<file path="src/rtl/dds_tuning_word_ctrl.sv">
`default_nettype none
// ============================================================================
// Module   : dds_tuning_word_ctrl
// Brief    : Push-key driven DDS tuning word with debounce, auto-repeat,
//            saturation in [WORD_MIN, WORD_MAX] and a host load port.
// Revision : 1.0 - initial release
// ============================================================================
module dds_tuning_word_ctrl #(
    parameter int                     WIDTH        = 32,
    parameter int                     NSTEP        = 3,
    parameter logic [NSTEP*WIDTH-1:0] STEPS        = {32'd85, 32'd85899, 32'd858993},
    parameter logic [WIDTH-1:0]       WORD_INIT    = 32'd171798691,
    parameter logic [WIDTH-1:0]       WORD_MIN     = 32'd858993,
    parameter logic [WIDTH-1:0]       WORD_MAX     = 32'd171798691,
    parameter int                     DEBOUNCE_CYC = 500000,
    parameter int                     REPEAT_DELAY = 25000000,
    parameter int                     REPEAT_RATE  = 2500000
) (
    input  logic             clk,
    input  logic             reset,
    input  logic [NSTEP-1:0] key_add_n,
    input  logic [NSTEP-1:0] key_sub_n,
    input  logic             load,
    input  logic [WIDTH-1:0] load_word,
    output logic [WIDTH-1:0] tuning_word,
    output logic             word_upd,
    output logic             at_max,
    output logic             at_min
);

    localparam int c_NKEY     = 2 * NSTEP;
    localparam int c_KW       = (c_NKEY > 1) ? $clog2(c_NKEY) : 1;
    localparam int c_DBW      = $clog2(DEBOUNCE_CYC + 1);
    localparam int c_RPT_MAX  = (REPEAT_DELAY > REPEAT_RATE) ? REPEAT_DELAY : REPEAT_RATE;
    localparam int c_RW       = $clog2(c_RPT_MAX + 1);

    localparam logic [c_DBW-1:0] c_DB_LAST   = c_DBW'(DEBOUNCE_CYC - 1);
    localparam logic [c_RW-1:0]  c_HOLD_LAST = c_RW'(REPEAT_DELAY - 1);
    localparam logic [c_RW-1:0]  c_RATE_LAST = c_RW'(REPEAT_RATE - 1);

    localparam logic [2:0] c_S_IDLE   = 3'd0;
    localparam logic [2:0] c_S_STEP   = 3'd1;
    localparam logic [2:0] c_S_HOLD   = 3'd2;
    localparam logic [2:0] c_S_STEP_R = 3'd3;
    localparam logic [2:0] c_S_RPT    = 3'd4;

    if ((WORD_MIN > WORD_INIT) || (WORD_INIT > WORD_MAX)) begin : g_param_err
        $error("dds_tuning_word_ctrl: WORD_MIN <= WORD_INIT <= WORD_MAX violated");
    end

    logic [c_NKEY-1:0] w_raw;
    logic [c_NKEY-1:0] w_stable;
    logic [c_NKEY-1:0] w_press;

    for (genvar i = 0; i < NSTEP; i++) begin : g_map
        assign w_raw[2*i]   = key_add_n[i];
        assign w_raw[2*i+1] = key_sub_n[i];
    end

    // Sync FFs reset to the pressed level: a key must be seen released after
    // reset (r_arm) before any debounced press is accepted.
    for (genvar k = 0; k < c_NKEY; k++) begin : g_key
        logic             r_s1, r_s2, r_stab, r_stab_d, r_arm;
        logic [c_DBW-1:0] r_cnt;

        always_ff @(posedge clk or posedge reset) begin
            if (reset) begin
                r_s1     <= 1'b0;
                r_s2     <= 1'b0;
                r_stab   <= 1'b1;
                r_stab_d <= 1'b1;
                r_arm    <= 1'b0;
                r_cnt    <= '0;
            end else begin
                r_s1     <= w_raw[k];
                r_s2     <= r_s1;
                r_stab_d <= r_stab;
                if (r_stab && r_s2)
                    r_arm <= 1'b1;
                if (r_s2 == r_stab) begin
                    r_cnt <= '0;
                end else if (r_cnt == c_DB_LAST) begin
                    r_stab <= r_s2;
                    r_cnt  <= '0;
                end else begin
                    r_cnt <= r_cnt + 1'b1;
                end
            end
        end

        assign w_stable[k] = r_stab;
        assign w_press[k]  = r_arm & r_stab_d & ~r_stab;
    end

    logic [2:0]       r_state;
    logic [c_KW-1:0]  r_key;
    logic [c_RW-1:0]  r_rpt;
    logic [c_KW-1:0]  w_sel;
    logic [WIDTH-1:0] w_step;

    always_comb begin
        w_sel = '0;
        for (int k = c_NKEY - 1; k >= 0; k--)
            if (w_press[k]) w_sel = c_KW'(k);
    end

    always_comb begin
        w_step = '0;
        for (int i = 0; i < NSTEP; i++)
            if ((r_key >> 1) == c_KW'(i)) w_step = STEPS[i*WIDTH +: WIDTH];
    end

    always_ff @(posedge clk or posedge reset) begin
        if (reset) begin
            r_state <= c_S_IDLE;
            r_key   <= '0;
            r_rpt   <= '0;
        end else begin
            case (r_state)
                c_S_IDLE: begin
                    if (|w_press) begin
                        r_key   <= w_sel;
                        r_state <= c_S_STEP;
                    end
                end
                c_S_STEP: begin
                    r_rpt   <= '0;
                    r_state <= c_S_HOLD;
                end
                c_S_HOLD: begin
                    if (w_stable[r_key])          r_state <= c_S_IDLE;
                    else if (r_rpt == c_HOLD_LAST) r_state <= c_S_STEP_R;
                    else                           r_rpt   <= r_rpt + 1'b1;
                end
                c_S_STEP_R: begin
                    r_rpt   <= '0;
                    r_state <= c_S_RPT;
                end
                c_S_RPT: begin
                    if (w_stable[r_key])          r_state <= c_S_IDLE;
                    else if (r_rpt == c_RATE_LAST) r_state <= c_S_STEP_R;
                    else                           r_rpt   <= r_rpt + 1'b1;
                end
                default: r_state <= c_S_IDLE;
            endcase
        end
    end

    logic [WIDTH-1:0] r_word;
    logic             r_upd, r_at_max, r_at_min;
    logic [WIDTH:0]   w_sum, w_dif;
    logic [WIDTH-1:0] w_add_word, w_sub_word, w_load_word, w_next;
    logic             w_step_en;

    // One guard bit exposes both overflow and borrow so the word never wraps.
    assign w_sum       = {1'b0, r_word} + {1'b0, w_step};
    assign w_dif       = {1'b0, r_word} - {1'b0, w_step};
    assign w_add_word  = (w_sum > {1'b0, WORD_MAX}) ? WORD_MAX : w_sum[WIDTH-1:0];
    assign w_sub_word  = (w_dif[WIDTH] || (w_dif[WIDTH-1:0] < WORD_MIN)) ? WORD_MIN
                                                                         : w_dif[WIDTH-1:0];
    assign w_load_word = (load_word < WORD_MIN) ? WORD_MIN :
                         (load_word > WORD_MAX) ? WORD_MAX : load_word;
    assign w_step_en   = (r_state == c_S_STEP) || (r_state == c_S_STEP_R);
    assign w_next      = load      ? w_load_word :
                         w_step_en ? (r_key[0] ? w_sub_word : w_add_word) : r_word;

    always_ff @(posedge clk or posedge reset) begin
        if (reset) begin
            r_word   <= WORD_INIT;
            r_upd    <= 1'b0;
            r_at_max <= (WORD_INIT == WORD_MAX);
            r_at_min <= (WORD_INIT == WORD_MIN);
        end else begin
            r_word   <= w_next;
            r_upd    <= (w_next != r_word);
            r_at_max <= (w_next == WORD_MAX);
            r_at_min <= (w_next == WORD_MIN);
        end
    end

    assign tuning_word = r_word;
    assign word_upd    = r_upd;
    assign at_max      = r_at_max;
    assign at_min      = r_at_min;

endmodule
`default_nettype wire

</file>
<file path="config.mk">
export PLATFORM = sky130hd
export DESIGN_NAME = dds_tuning_word_ctrl
export DESIGN_NICKNAME = d
export VERILOG_FILES = /design/src/rtl/dds_tuning_word_ctrl.sv
export SDC_FILE = /design/constraint.sdc
export NUM_CORES = 1
export LEC_CHECK = 0
export CAP_MARGIN = 20
export CELL_PAD_IN_SITES_DETAIL_PLACEMENT = 1
export CELL_PAD_IN_SITES_GLOBAL_PLACEMENT = 1
export CORE_MARGIN = 5
export CORE_UTILIZATION = 40
export CTS_BUF_LIST = sky130_fd_sc_hd__clkbuf_2 sky130_fd_sc_hd__clkbuf_4 sky130_fd_sc_hd__clkbuf_8
export CTS_CLUSTER_SIZE = 10
export DETAILED_ROUTE_END_ITERATION = 12
export PLACE_DENSITY = 0.77
export RECOVER_POWER = 50
export SYNTH_ARGS = -nofsm -noshare
export SYNTH_HDL_FRONTEND = slang
export SYNTH_SLANG_ARGS = --single-unit
</file>
<file path="constraint.sdc">
create_clock -name clk -period 6 [get_ports clk]
set_clock_uncertainty 0.15 [all_clocks]
set_input_delay 0.6 -clock clk [delete_from_list [all_inputs] [get_ports clk]]
set_output_delay 0.6 -clock clk [all_outputs]
set_load 0.05 [all_outputs]
</file>
==> flow_summary.yaml, run 1 <==
outcome:
  status: "complete, but fails checks"
  violations: "max-capacitance violations, max-slew violations"
job:
  cap_violations: 3
synth:
  ys.warnings.count: 0
  seq_area_frac_synth: 0.332
  netlist_top_cells_count: "nor2_1 (251), dfrtp_1 (183), nand2_1 (182)"
  synthesis.area_um2: 15900
  yosysTopAreaCellShare: 0.287
  synth-edff-count: 0
  async_reset_ff_frac: 1.00
  yosysUniqueCellTypes: 102
  syn_area_per_cell_um2: 8.14
  synth_flop_cell: "dfrtp_1"
  synth_area_leaders: "dfrtp_1 (29%), nor2_1 (5.9%), xor2_1 (5.1%)"
  ys_ff_latch: 210
  synthCells: 1956
  yosysMostFrequentCell: "nor2_1"
  synth.largest_area_cell: "dfrtp_1"
  syn_nets: 2050
finish:
  antenna_cells: 0
  synthToLayoutAreaGrowth_pct: 19.2
  final_util: 0.480
  fillers: 4778
  final_nets: 2214
  drive_gt1_frac: 0.146
  final_area_um2: 19000
cts:
  htreeDepth: 2
  cts_made_buffers: 39
  clk_path_buf_depth: 3
  worstSkewPairLatency_ns: 0.60
  cts_num_sinks: 210
  path_clk_slew_ns: 0.07
  root_buffer: "clkbuf_8"
  tritoncts: "done"
floorplanning:
  dieWidth_um: 210
  io_pins: 76
  initial_utilization: 0.403
  die_y_um: 210
  die-area_um2: 43900
  coreArea_um2: 39500
  fp-row-count: 73
worst_setup_path:
  cp.required_ns: 6.32
  cp_num_buf_inv: 4
  slowest_stage: "dfstp_2"
  cp-start-kind: "flip-flop"
  path_max_fanout: 6
  arrival_ns: 6.23
  crit_path_frequent_cell: "buf_4"
  worstSetupEndpointType: "flip-flop"
  cpPeakStageDelay_ns: 0.65
  critical_path_class: "reg -> reg"
  worstPathCellList: "inv_1 > ha_1 > fa_1 > nand2b_1 > a2111oi_0 > buf_4 > nor2_1 > xnor2_1 > o311a_1 > a2111oi_0 > buf_4 > o21ai_1 > and4b_1 > o32a_1 > o31ai_2 > buf_4 > nor2_1 > a21oi_1 > and4_1 > nand4_1"
  cp_top_family: "compound AO/OA/AOI/OAI gates"
route:
  route.detailed.wl_per_inst_um: 25.0
  drt_iter0_drc: 1180
  vias_per_cell: 6.23
  vias: 16700
  drc: 0
  ant_nets: 0
  first_pass_iters: 5
  routed_wl_um: 66800
hold_path:
  hold_path_class: "reg -> reg"
timing:
  whs_ns: 0.183
  final_hold_viol_count: 0
  worst_slew_margin_rel: -0.806
  worst_pin_slew_ns: 2.71
  period_share: 0.986
  setup_tns_ns: 0
  finalCriticalPeriod_ns: 5.92
  finalSetupViolCount: 0
  max_freq_ghz: 0.169
  maxSlewViolCount: 154
  rsz0062_at_grt: "no"
power_and_ir_drop:
  ir_drop_uv: 173
  p_leak_nw: 7.92
  power_mw: 3.60
  powerDensity_nw_per_um2: 189
grt:
  antenna_found_initial: 0
  grt_usage: 0.296
  grt_max_degree: 65
  grt_overflow_total: 0
  grt_pass1_vias: 17500
  grt_pass1_wl_um: 103000
placement:
  io_buffers: 75
  post-dp-hpwl_um: 51800
  place_congestion: 1.04
  dpl_cell_area_um2: 18000
==> where the power goes <==
group | switching [mW] | internal, mW
Clock | 0.670 | 0.933
Combinational | 0.343 | 0.181
Sequential | 0.0307 | 1.44
Total | 1.04 | 2.56
==> final cells by class <==
class,count,area (um2),share of cell area
repair buffers,208,1740,0.0916
clock buffers,53,692,0.0364
inverters,75,283,0.0149
multi-input cells,1586,10100,0.533
clock inverters,18,211,0.0111
well taps,525,657,0.0346
flip-flops and latches,210,5290,0.278
==> layout by cell type (no fill, tap or decap), drive strengths merged, types with 20 or more instances in the layout <==
master         count
nor2             251
nand2            184
dfrtp            183
buf              129
a21oi            118
o21ai             95
nand3             94
xor2              92
inv               74
clkdlybuf4s50     68
clkbuf            57
ha                51
nor3              49
xnor2             47
nand4             40
nor4              36
and3              35
or3               34
dfstp             27
nand2b            26
and2              25
or2               24
o211ai            22
nor2b             20
==> metrics by stage <==
step,instances,setup WS [ns]
after floorplan,1956,0.455
after global placement,2598,0.0228
after detailed placement,2599,0.00765
after CTS,2670,0.00899
after global routing,2675,0.00837
final,2675,0.0843
==> registers in the layout, summed over array words and instances, names as in the netlist <==
| name | flops |
|---|---|
| g_key.r_cnt | 114 |
| r_key | 3 |
| at_max | 1 |
| r_state | 3 |
| tuning_word | 32 |
| g_key.r_s2 | 6 |
| word_upd | 1 |
| g_key.r_s1 | 6 |
| g_key.r_arm | 6 |
| at_min | 1 |
| g_key.r_stab_d | 6 |
| r_rpt | 25 |
| g_key.r_stab | 6 |
==> cell families (layout without fill, tap and decap cells) <==
| logic type | count (synthesis) | count (layout) | share of synthesized area |
|---|---|---|---|
| muxes | 26 | 26 | 0.0176 |
| xor gates and xnor gates | 139 | 139 | 0.0764 |
| adders and majority gates | 53 | 53 | 0.0426 |
| buffers and inverters | 160 | 354 | 0.0393 |
| and+or+nand+nor | 896 | 896 | 0.289 |
| DFF | 210 | 210 | 0.332 |
| AOI/OAI and AO/OA | 472 | 472 | 0.204 |
==> final timing paths <==
kind	slack [ns]	cells after the start	startpoint	endpoint
worst max register to register	0.08	20	tuning_word[0]	word_upd
max in group asynchronous	1.82	4	reset	g_key[5].r_s1
worst min register to register	0.18	0	g_key[5].r_s1	g_key[5].r_s2
worst max-delay path	0.08	20	tuning_word[0]	word_upd
worst min-delay path	0.18	0	g_key[5].r_s1	g_key[5].r_s2
min in group asynchronous	0.32	2	reset	g_key[2].r_cnt[12]
==> routing by layer <==
layer	vias up	global-route usage	wire length [um]
met2	632	0.491	31300
li1	7476	-	-
met4	0	0.190	5100
met1	8309	0.356	26100
met3	249	0.0501	4200
met5	-	0	0
==> what timing repair did <==
action / CTS / global route
setup endpoints to repair: 0 / 3
resized for setup: 0 / 22
buffers inserted: 0 / 3
hold buffers: 0 / 0
(Power assumes the default switching activity.)
==> run 2: changes to the inputs <==
PLACE_DENSITY = 0.74   (was 0.77)
clock period = 5.5 ns   (was 6 ns; I/O delays follow)
==> run 2 against run 1 <==
  * Sequential share of layout area is 2.6 points lower
  * Critical endpoint is now at_min
  * Critical path depth grew 3
  * Non-clock buffer count up 201
  * Die area unchanged
  * Global-route usage is 1.6 points higher
  * Highest routed layer is now met5
  * Maximum frequency increased by 8.6%
  * Register-to-register slack got worse by 0.03 ns
  * Worst hold slack got worse by 0.011 ns
  * Utilization rose by 4.9 points
  * Flip-flop and latch count stayed put
  * The run still ends with max-capacitance violations, max-slew violations left
==> flow_summary.yaml, run 2 (synthesized netlist as in run 1, its figures left out) <==
outcome:
  status: "complete, but fails checks"
  violations: "max-capacitance violations, max-slew violations"
grt:
  antenna_found_initial: 1
  grt_max_degree: 117
  grt_overflow_total: 0
  grt_pass1_vias: 18300
  grt_pass1_wl_um: 108000
  grt_usage: 0.312
placement:
  post-dp-hpwl_um: 54600
  dpl_cell_area_um2: 19300
  place_congestion: 1.01
  io_buffers: 75
cts:
  tritoncts: "done"
  root_buffer: "clkbuf_8"
  htreeDepth: 2
  worstSkewPairLatency_ns: 0.60
  path_clk_slew_ns: 0.07
  ctsHoldBuffers: 0
  cts_made_buffers: 39
  clk_path_buf_depth: 3
  cts_num_sinks: 210
floorplanning:
  fp-row-count: 73
  die_y_um: 210
  coreArea_um2: 39500
  io_pins: 76
  dieWidth_um: 210
  die-area_um2: 43900
  initial_utilization: 0.403
finish:
  final_area_um2: 20900
  final_nets: 2415
  multi_input_area_um2: 10500
  final_cell_mix: "buf_4 (327), nor2_1 (248), dfrtp_1 (182), nand2_1 (178), a21oi_1 (103)"
  antenna_cells: 0
  fillers: 4784
  drive_gt1_frac: 0.247
  largest_reg_flops: 114
  seq_area_um2: 5290
  top_register: "g_key.r_cnt"
  final_common_cell: "buf_4"
  synthToLayoutAreaGrowth_pct: 31.5
timing:
  final_hold_viol_count: 0
  maxSlewViolCount: 162
  period_share: 0.990
  worst_pin_slew_ns: 2.99
  worst_slew_margin_rel: -0.991
  finalCriticalPeriod_ns: 5.45
  setup_tns_ns: 0
  finalSetupViolCount: 0
  max_freq_ghz: 0.184
route:
  drt_iter0_drc: 1292
  route.detailed.wl_per_inst_um: 24.5
  routed_wl_um: 70400
  drc: 0
  vias_per_cell: 6.05
  first_pass_iters: 6
  vias: 17400
  ant_nets: 0
worst_setup_path:
  rrSetupSlack_ns: 0.05
  cp.required_ns: 5.88
  path_max_fanout: 4
  cp-start-kind: "flip-flop"
  worstSetupEndpointType: "flip-flop"
  startpoint: "r_key[2]"
  r2r-end: "at_min"
  reg2reg_from: "r_key[2]"
  worstRegToRegCells: 23
  critical_path_class: "reg -> reg"
  arrival_ns: 5.83
power_and_ir_drop:
  powerDensity_nw_per_um2: 192
  p_leak_nw: 8.97
  ir_drop_uv: 222
  power_mw: 4.02
job:
  cap_violations: 2
hold_path:
  hold_path_class: "in -> async"
run 2: cell types whose count changed in the layout (fill, tap and decap cells not counted), sizes merged:
cell,delta
inv,-2
buf,+202
clkinvlp,-2
clkinv,+2
bufinv,-1
clkbuf,+1
run 2: worst max-delay path, cell delays in order (launching register included):
cell	delay, ns
dfrtp_1	0.41
buf_4	0.14
nand2_2	0.07
ha_2	0.20
fa_2	0.34
nand2b_4	0.18
a2111o_1	0.48
a21boi_1	0.16
buf_4	0.14
o211ai_1	0.26
a211oi_2	0.29
o21bai_2	0.11
a2111oi_4	0.35
buf_4	0.18
buf_12	0.10
a21oi_4	0.08
buf_4	0.17
a21oi_4	0.19
buf_6	0.14
o31ai_1	0.10
nor3_1	0.25
nand3_1	0.21
or3_4	0.40
and4b_1	0.26
run 2: power breakdown:
group | internal [mW] | leakage (nW) | switching, mW
Clock | 1.00 | 0.470 | 0.739
Combinational | 0.266 | 5.71 | 0.411
Sequential | 1.57 | 2.78 | 0.0313
run 2: metal layers:
metal,vias to the layer above,global-route usage,wire [um]
li1,7868,-,-
met1,8729,0.400,28800
met2,642,0.514,33100
met3,166,0.0553,4810
met4,2,0.147,3620
met5,-,0,20
run 2: area by class of cell:
type / instances / area share
tap: 525 / 0.0314
inverter: 75 / 0.0135
clock buffer: 55 / 0.0346
clock inverter: 15 / 0.00848
timing repair buffer: 409 / 0.156
multi-input combinational: 1586 / 0.503
sequential: 210 / 0.253
run 2: stage by stage:
step / cells / hold WS [ns] / util / worst slack [ns]
6_report: 2875 / 0.172 / 0.530 / 0.0546
5_1_grt: 2875 / 0.163 / 0.530 / -0.0712
4_1_cts: 2855 / 0.207 / 0.517 / 0.00615
3_5_place_dp: 2776 / 0.189 / 0.488 / -0.551
3_3_place_gp: 2775 / 0.185 / 0.488 / -0.369
2_1_floorplan: 1956 / 0.181 / - / 0.0660
run 2: worst max-delay path by stage:
stage | to | cells after the start | slack [ns]
after detailed placement | word_upd | 21 | -0.55
after floorplan | at_max | 20 | 0.07
after global routing | at_min | 21 | -0.07
after CTS | at_min | 20 | 0.006
after global placement | word_upd | 21 | -0.37
final | at_min | 23 | 0.05
run 2: what timing repair did:
item	CTS	global route
endpoints found under the setup margin	3	3
cloned	0	0
gates resized for setup	37	73
buffers inserted	9	18
pin swaps	16	32
